$ cat config.mk
export PLATFORM = sky130hd
export DESIGN_NAME = vx_kmu_launch_writer
export DESIGN_NICKNAME = d
export VERILOG_FILES = /design/src/rtl/vx_kmu_pkg.sv /design/src/rtl/vx_kmu_dirty_sel.sv /design/src/rtl/vx_kmu_launch_writer.sv
export SDC_FILE = /design/constraint.sdc
export NUM_CORES = 1
export LEC_CHECK = 0
export ABC_AREA = 0
export BUFFER_PORTS_ARGS = -buffer_cell sky130_fd_sc_hd__buf_2
export CAP_MARGIN = 20
export CORE_MARGIN = 5
export CORE_UTILIZATION = 41
export DETAILED_ROUTE_END_ITERATION = 6
export GPL_TIMING_DRIVEN = 0
export SLEW_MARGIN = 20
export SYNTH_ARGS = -nofsm -noshare
export SYNTH_HDL_FRONTEND = slang
export SYNTH_SLANG_ARGS = --single-unit
$ cat constraint.sdc
create_clock -name clk -period 50.8 [get_ports clk]
set_input_delay 12.7 -clock clk [delete_from_list [all_inputs] [get_ports clk]]
set_output_delay 12.7 -clock clk [all_outputs]
set_load 0.02 [all_outputs]
$ cat src/rtl/vx_kmu_pkg.sv
// Shared KMU definitions: DCR register map, launch descriptor and writer FSM states.
// The KMU receiver decodes DCR addresses against these same register indices.
package vx_kmu_pkg;

    localparam int VX_DCR_ADDR_WIDTH = 12;
    localparam int VX_DCR_DATA_WIDTH = 32;

    localparam logic [3:0] KMU_REG_PC_LO    = 4'd0;
    localparam logic [3:0] KMU_REG_PC_HI    = 4'd1;
    localparam logic [3:0] KMU_REG_GRID_X   = 4'd2;
    localparam logic [3:0] KMU_REG_GRID_Y   = 4'd3;
    localparam logic [3:0] KMU_REG_GRID_Z   = 4'd4;
    localparam logic [3:0] KMU_REG_BLOCK_X  = 4'd5;
    localparam logic [3:0] KMU_REG_BLOCK_Y  = 4'd6;
    localparam logic [3:0] KMU_REG_BLOCK_Z  = 4'd7;
    localparam logic [3:0] KMU_REG_PARAM_LO = 4'd8;
    localparam logic [3:0] KMU_REG_PARAM_HI = 4'd9;
    localparam logic [3:0] KMU_REG_START    = 4'd10;

    localparam int KMU_NUM_REGS = 11;
    // Registers below START carry descriptor data and have a shadow copy.
    localparam int KMU_NUM_CFG  = 10;

    typedef struct packed {
        logic [63:0]       pc;
        logic [2:0][31:0]  grid_dim;
        logic [2:0][31:0]  block_dim;
        logic [63:0]       param;
    } kmu_launch_t;

    typedef enum logic [1:0] {
        IDLE,
        WRITE,
        WAIT
    } kmu_state_e;

    function automatic logic [31:0] kmu_reg_value(input kmu_launch_t d, input logic [3:0] idx);
        case (idx)
            KMU_REG_PC_LO:    return d.pc[31:0];
            KMU_REG_PC_HI:    return d.pc[63:32];
            KMU_REG_GRID_X:   return d.grid_dim[0];
            KMU_REG_GRID_Y:   return d.grid_dim[1];
            KMU_REG_GRID_Z:   return d.grid_dim[2];
            KMU_REG_BLOCK_X:  return d.block_dim[0];
            KMU_REG_BLOCK_Y:  return d.block_dim[1];
            KMU_REG_BLOCK_Z:  return d.block_dim[2];
            KMU_REG_PARAM_LO: return d.param[31:0];
            KMU_REG_PARAM_HI: return d.param[63:32];
            default:          return 32'h1;
        endcase
    endfunction

endpackage

$ cat src/rtl/vx_kmu_dirty_sel.sv
// Lowest-set-bit priority encoder over the dirty register mask.
// Purely combinational; empty_o flags that nothing remains to be written.
module vx_kmu_dirty_sel
    import vx_kmu_pkg::*;
(
    input  logic [KMU_NUM_REGS-1:0] dirty_i,
    output logic [3:0]              idx_o,
    output logic                    empty_o
);

    // Scanning downward lets the lowest set bit win the final assignment.
    always_comb begin
        idx_o = '0;
        for (int i = KMU_NUM_REGS - 1; i >= 0; i--) begin
            if (dirty_i[i]) begin
                idx_o = 4'(i);
            end
        end
    end

    assign empty_o = ~|dirty_i;

endmodule

$ cat src/rtl/vx_kmu_launch_writer.sv
// Serializes a kernel launch descriptor into DCR writes (changed fields only), then START,
// then waits out a busy holdoff and for the KMU to go idle. One write per cycle, no DCR backpressure.
module vx_kmu_launch_writer
    import vx_kmu_pkg::*;
#(
    parameter int                             XLEN         = 32,
    parameter logic [VX_DCR_ADDR_WIDTH-1:0]   DCR_BASE     = 12'h100,
    parameter int                             BUSY_HOLDOFF = 2
) (
    input  logic                          clk,
    input  logic                          reset,
    input  logic                          launch_valid,
    output logic                          launch_ready,
    input  logic [XLEN-1:0]               launch_pc,
    input  logic [95:0]                   launch_grid_dim,
    input  logic [95:0]                   launch_block_dim,
    input  logic [XLEN-1:0]               launch_param,
    output logic                          dcr_wr_valid,
    output logic [VX_DCR_ADDR_WIDTH-1:0]  dcr_wr_addr,
    output logic [VX_DCR_DATA_WIDTH-1:0]  dcr_wr_data,
    input  logic                          kmu_busy,
    output logic                          launch_done,
    output logic                          launch_err
);

    localparam int                 HOLD_W   = $clog2(BUSY_HOLDOFF + 2);
    localparam logic [HOLD_W-1:0]  HOLD_MAX = HOLD_W'(BUSY_HOLDOFF);

    kmu_state_e               state_q, state_d;
    kmu_launch_t              in_desc;
    kmu_launch_t              desc_q;
    logic [KMU_NUM_REGS-1:0]  dirty_q;
    logic [KMU_NUM_REGS-1:0]  new_dirty;
    logic [31:0]              shadow_q [KMU_NUM_CFG];
    logic [KMU_NUM_CFG-1:0]   shadow_vld_q;
    logic [HOLD_W-1:0]        hold_cnt_q, hold_cnt_d;
    logic                     err_q;

    logic                     dims_ok;
    logic                     handshake;
    logic                     accept;
    logic                     reject;
    logic [3:0]               wr_idx;
    logic                     dirty_empty;
    logic                     write_fire;
    logic                     hold_done;

    // Dims are packed x in [31:0], y in [63:32], z in [95:64].
    always_comb begin
        in_desc       = '0;
        in_desc.pc    = 64'(launch_pc);
        in_desc.param = 64'(launch_param);
        for (int i = 0; i < 3; i++) begin
            in_desc.grid_dim[i]  = launch_grid_dim[32*i +: 32];
            in_desc.block_dim[i] = launch_block_dim[32*i +: 32];
        end
    end

    always_comb begin
        dims_ok = 1'b1;
        for (int i = 0; i < 3; i++) begin
            if (in_desc.grid_dim[i] == '0 || in_desc.block_dim[i] == '0) begin
                dims_ok = 1'b0;
            end
        end
    end

    assign handshake = launch_valid && (state_q == IDLE);
    assign accept    = handshake && dims_ok;
    assign reject    = handshake && !dims_ok;

    // A field is dirty if its shadow was never written or no longer matches.
    always_comb begin
        new_dirty = '0;
        for (int i = 0; i < KMU_NUM_CFG; i++) begin
            new_dirty[i] = !shadow_vld_q[i] ||
                           (shadow_q[i] != kmu_reg_value(in_desc, 4'(i)));
        end
        if (XLEN <= 32) begin
            new_dirty[KMU_REG_PC_HI]    = 1'b0;
            new_dirty[KMU_REG_PARAM_HI] = 1'b0;
        end
        new_dirty[KMU_REG_START] = 1'b1;
    end

    vx_kmu_dirty_sel u_dirty_sel (
        .dirty_i (dirty_q),
        .idx_o   (wr_idx),
        .empty_o (dirty_empty)
    );

    assign write_fire = (state_q == WRITE) && !dirty_empty;
    assign hold_done  = (hold_cnt_q == HOLD_MAX);

    always_ff @(posedge clk or posedge reset) begin
        if (reset) begin
            state_q <= IDLE;
        end else begin
            state_q <= state_d;
        end
    end

    always_comb begin
        state_d = state_q;
        case (state_q)
            IDLE: begin
                if (accept) begin
                    state_d = WRITE;
                end
            end
            WRITE: begin
                if (dirty_empty) begin
                    state_d = IDLE;
                end else if (wr_idx == KMU_REG_START) begin
                    state_d = WAIT;
                end
            end
            WAIT: begin
                if (hold_done && !kmu_busy) begin
                    state_d = IDLE;
                end
            end
            default: state_d = IDLE;
        endcase
    end

    always_comb begin
        launch_ready = (state_q == IDLE);
        dcr_wr_valid = write_fire;
        dcr_wr_addr  = '0;
        dcr_wr_data  = '0;
        if (write_fire) begin
            dcr_wr_addr = DCR_BASE + VX_DCR_ADDR_WIDTH'(wr_idx);
            dcr_wr_data = kmu_reg_value(desc_q, wr_idx);
        end
        launch_done = (state_q == WAIT) && hold_done && !kmu_busy;
        launch_err  = err_q;
    end

    always_comb begin
        hold_cnt_d = '0;
        if (state_q == WAIT) begin
            hold_cnt_d = hold_done ? hold_cnt_q : hold_cnt_q + 1'b1;
        end
    end

    // Reset invalidates every shadow so the next launch rewrites all fields.
    always_ff @(posedge clk or posedge reset) begin
        if (reset) begin
            desc_q       <= '0;
            dirty_q      <= '0;
            shadow_vld_q <= '0;
            hold_cnt_q   <= '0;
            err_q        <= 1'b0;
            for (int i = 0; i < KMU_NUM_CFG; i++) begin
                shadow_q[i] <= '0;
            end
        end else begin
            err_q      <= reject;
            hold_cnt_q <= hold_cnt_d;
            if (accept) begin
                desc_q  <= in_desc;
                dirty_q <= new_dirty;
            end else if (write_fire) begin
                dirty_q[wr_idx] <= 1'b0;
                if (wr_idx < KMU_REG_START) begin
                    shadow_q[wr_idx]     <= kmu_reg_value(desc_q, wr_idx);
                    shadow_vld_q[wr_idx] <= 1'b1;
                end
            end
        end
    end

endmodule

Word level (Yosys, flattened, before mapping) --
Index checks and enable logic that the tools add are counted.
Operators by class: order comparisons 5, bitwise operators 5, add/subtract/negate cells 2, equality and inequality tests 25, mux-type cells 34, reduce and logical (&&, ||, !) cells 43
Operator list (count):
- 320-bit bitwise mux | 1
- 32-bit case mux with 9 select lines | 1
- 32-bit inequality test | 8
- 32-bit zero test | 6
- 32-bit two-way mux | 5
- 32-bit demux with 4-bit select | 1
- 4-bit two-way mux | 11
- 11-bit two-way mux | 2
- 4-bit by 3-bit == test with 1-bit output, second input constant | 4
- 4-bit == test, second input constant | 3
- 2-bit two-way mux | 6
- 11-bit AND | 1
- 1-bit logical OR | 11
- 11-bit NOT | 1
- 11-bit OR reduction | 1
- 9-bit by 4-bit adder with 10-bit output, first input constant | 1
- 1-bit zero test | 10
- 10-bit two-way mux | 1
- 10-bit OR | 1
- 1-bit logical AND | 9
- 4-bit by 2-bit == test with 1-bit output, second input constant | 2
- 2-bit case mux with 3 select lines | 1
- 3-bit AND reduction | 2
- 5-bit greater-or-equal comparator, second input constant | 1
- other kinds (19) | 24
Word-level totals: register bits 602, input bits 260, logic and storage cells 137, output and inout bits 48

Longest topological paths before layout --
depth in word-level cells 19, gate-level depth with buffers 11

Cells and area by module --
Synthesis repeated with hierarchy kept, for this count alone.
Second synthesis, totals: cell total of the unflattened synthesis 2140, area, all modules 24394.6 µm²
By module, submodules not included:
- vx_kmu_launch_writer | cells an instance 2120, sequential area each 13412.9 µm², area an instance 24280.8 µm², times used 1
- vx_kmu_dirty_sel | cells an instance 20, sequential area each 0.0 µm², area an instance 113.9 µm², times used 1

Worst setup path after synthesis --
Ideal clock, no wire load.
path kind input-to-output, start in kmu_busy, end out launch_done, setup slack 24.937 ns, arrival time 13.163 ns, stages on the path 2, data required time 38.100 ns, path through nor2b_1 -> nor2b_1
On the way: cells in the longest elaborated chain, start to end 2
RTL lines:
- start, declared | RTL line vx_kmu_launch_writer.sv:21 | input logic kmu_busy,
- 1-bit zero test | RTL line vx_kmu_launch_writer.sv:136 | launch_done = (state_q == WAIT) && hold_done && !kmu_busy;
- 1-bit logical AND | RTL line vx_kmu_launch_writer.sv:136
- end, declared | RTL line vx_kmu_launch_writer.sv:22 | output logic launch_done,
Every way passes these cells.

Final worst setup path --
Ends and elaborated chain as after synthesis.

==> summary.txt <==
Outcome
  • Status: complete, no violations

Floorplanning
  • Die Ht: 259 um
  • Die ar.: 67200 um2
  • Core Region: 61600 um2
  • DIE WIDTH: 259 um
  • Io pins: 308
  • # rows: 91
  • Starting Density: 41.4%

Critical path
  • Worst R2R End: shadow_q[202]
  • Worst flop-to-flop path startpoint: dirty_q[0]
  • Crit path kind: in -> out
  • Req. time, crit path: 38.10 ns
  • Number of cells on the worst reg-to-reg path: 10
  • CP startpoint kind: input pin
  • Worst-path maximum fanout: 2
  • Arrival time worst endpoint: 13.50 ns
  • Worst R2R Setup Slack: 46.97 ns
  • Crit end category: output pin

Drt
  • Total Routed Length: 105000 um
  • DRC viols: 0
  • Router iterations before antenna repair: 5
  • Initial DRC count: 1908
  • DR WL/cell: 29.1 um
  • DRT antenna net count: 0
  • DR vias/cell: 5.75
  • Via Count: 20700

STA
  • Final Setup Violations: 0
  • Max Fclk: 0.0382 GHz
  • Rel. slew slack: 24.0%
  • Skew final: 0.0248 ns
  • Endpoints failing hold: 0
  • Fin crit period: 26.20 ns
  • Final period util: 51.6%
  • Slew Viols, Final: 0
  • Tightest Pin Transition: 1.14 ns
  • Sum Neg Setup Slack: 0 ns
  • RSZ-0062 raised after global routing: false

Logic synthesis
  • Async SR Flop Fraction: 100%
  • Simple-gate share of the synthesized area: 12.4%
  • Sequential area share after synthesis: 52.6%
  • Post-synth EDFFs: 0
  • #FFs+latches synth: 536
  • Synth Flop Type: dfrtp_1
  • Synth warn: 0
  • Synth Area in XOR/XNOR: 8.84%
  • Largest family of logic cells by synthesized area: simple AND/OR/NAND/NOR gates
  • Post-synthesis cell area: 25500 um2
  • Unique masters post-synth: 60
  • Syn_area_per_cell: 10.9 um2
  • Post-synthesis mux area share: 10.8%
  • Synth Area in Compound Gates: 11.2%
  • Synth Instances: 2340
  • Synth Area in Adders: 0.0491%

Final layout
  • Final instance area: 30200 um2
  • Final core utilization: 49.1%
  • Share of layout cells above drive strength 1: 27.7%
  • Fillers: 5731
  • Area delta synth->final: 18.7%
  • Final #Nets: 2974

Clocking
  • Clock latency on the worst-skew pair: 0.63 ns
  • Setup Fix Bufs, Post-CTS: 0
  • Clock root buffer: clkbuf_16
  • H-tree depth: 2
  • Number of gates resized after CTS: 0
  • Clock tree buffer depth: 3
  • CTS hold repair buffers: 0
  • CTS buffer count: 59
  • Clk slew on worst S/H paths: 0.06 ns
  • CTS Sinks: 536
  • CTS tree: built

Power and ir drop
  • Switch Pwr: 1.30 mW
  • Comb pwr share: 53.7%
  • Overall power: 2.60 mW
  • Sequential Power Share: 29.3%
  • Clock power frac: 17.0%
  • Switch share: 50.0%
  • Power density over the cells: 86.0 nW/um2
  • Leak pwr: 13.0 nW
  • Peak supply drop: 0.0817 mV
  • Int Power: 1.30 mW

Global routing
  • Initial antenna violation count: 6
  • GRT Total Usage: 30.3%
  • Number of global-route vias before repair: 20900
  • Global-route wire length before repair: 148000 um
  • Largest net degree at the start of global routing: 104
  • Congestion Overflow GR: 0

Job
  • Max Cap Violations: 0

Placement
  • Routability congestion estimate: 0.964
  • Post-detail-place hpwl: 78100 um
  • Placed Area: 28200 um2
  • I/O Buffers: 300

Hold path
  • Hold EP: shadow_vld_q[4]
  • Worst Hold Depth: 1
  • Hold path startpoint: shadow_vld_q[4]
  • Worst Hold Class: reg -> reg
[critical path: stages]
cell and delay, ns:
buf_2 0.10, nor2b_1 0.34, nor2b_1 0.17, buf_2 0.18
[synth_stat cells (all sizes together) (27+ instances only)]
| library cell | instances | share of area (%) |
|---|---|---|
| dfrtp | 536 | 53 |
| o21ai | 313 | 6.2 |
| nand2 | 307 | 4.5 |
| mux2 | 245 | 11 |
| xnor2 | 169 | 5.8 |
| buf | 99 | 2.4 |
| nor4 | 98 | 2.5 |
| xor2 | 88 | 3.0 |
| nand3 | 77 | 1.5 |
| clkbuf | 75 | 1.1 |
| nand4 | 58 | 1.4 |
| a22o | 49 | 1.7 |
| nor2 | 41 | 0.63 |
| inv | 34 | 0.50 |
| and4 | 27 | 0.93 |
[power by group through the flow]
stage | clock [mW] | sequential [mW] | combinational [mW]
CTS | 0.446 | 0.758 | 1.36
finish | 0.442 | 0.762 | 1.40
floorplan | 0 | 0.714 | 0.753
global route | 0.462 | 0.777 | 1.45
detailed placement | 0 | 0.765 | 1.36
global placement | 0 | 0.759 | 1.33
[state kept, by name (all words and copies together) (netlist names)]
signal / count
state_q: 2
shadow_vld_q: 8
shadow_q: 256
dirty_q: 11
launch_err: 1
desc_q: 256
hold_cnt_q: 2
[through the flow]
step / std cells / setup WS [ns] / hold slack [ns]
floorplan: 2346 / 23.12 / 0.434
global placement: 3483 / 17.59 / 0.449
detailed placement: 3489 / 24.59 / 0.452
CTS: 3599 / 24.59 / 0.470
global route: 3599 / 24.60 / 0.487
finish: 3601 / 24.60 / 0.467
[worst max-delay path by stage]
| stage | depth (start not counted) | from | slack (ns) | to |
|---|---|---|---|---|
| 3_5_place_dp | 4 | kmu_busy | 24.59 | launch_done |
| 4_1_cts | 4 | kmu_busy | 24.59 | launch_done |
| 3_3_place_gp | 2 | reset | 17.59 | desc_q[287] |
| 5_1_grt | 4 | kmu_busy | 24.60 | launch_done |
| 6_report | 4 | kmu_busy | 24.60 | launch_done |
| 2_1_floorplan | 1 | reset | 23.12 | desc_q[0] |
[logic make-up after synthesis]
kind of cell,Yosys count
simple gates,642
flops,536
compound gates,450
xor+xnor,257
mux,245
buf+inv,208
fa+ha+maj,1
other cells,1
[metal layers]
metal,track usage [%],up-vias,part of all wire (%)
met3,8.14,234,9.1
met4,13.6,8,5.3
met5,0,-,0.052
met1,40.0,10400,40
li1,-,9074,-
met2,47.3,975,45
[layout make-up]
type	count	area, um2	area share (%)
diodes	2	5.00	0.0165
plain buffers	174	890	2.94
clock buffers	93	1850	6.11
clock inverters	17	168	0.554
inverters	34	135	0.447
multi-input cells	1602	11100	36.7
flip-flops and latches	536	13400	44.4
well taps	837	1050	3.46
repair buffers	306	1650	5.46
[cell usage in the layout, fill, tap and decap left out, drive strengths merged, types with 27 or more instances in the layout]
| master | n |
|---|---|
| nand2 | 307 |
| xor2 | 88 |
| buf | 405 |
| xnor2 | 169 |
| and4 | 27 |
| nand4 | 58 |
| o21ai | 313 |
| inv | 34 |
| clkbuf | 168 |
| nor2 | 41 |
| a22o | 49 |
| nor4 | 98 |
| dfrtp | 536 |
| nand3 | 77 |
| mux2 | 245 |
Note: power is estimated with default switching activity, not from simulation.
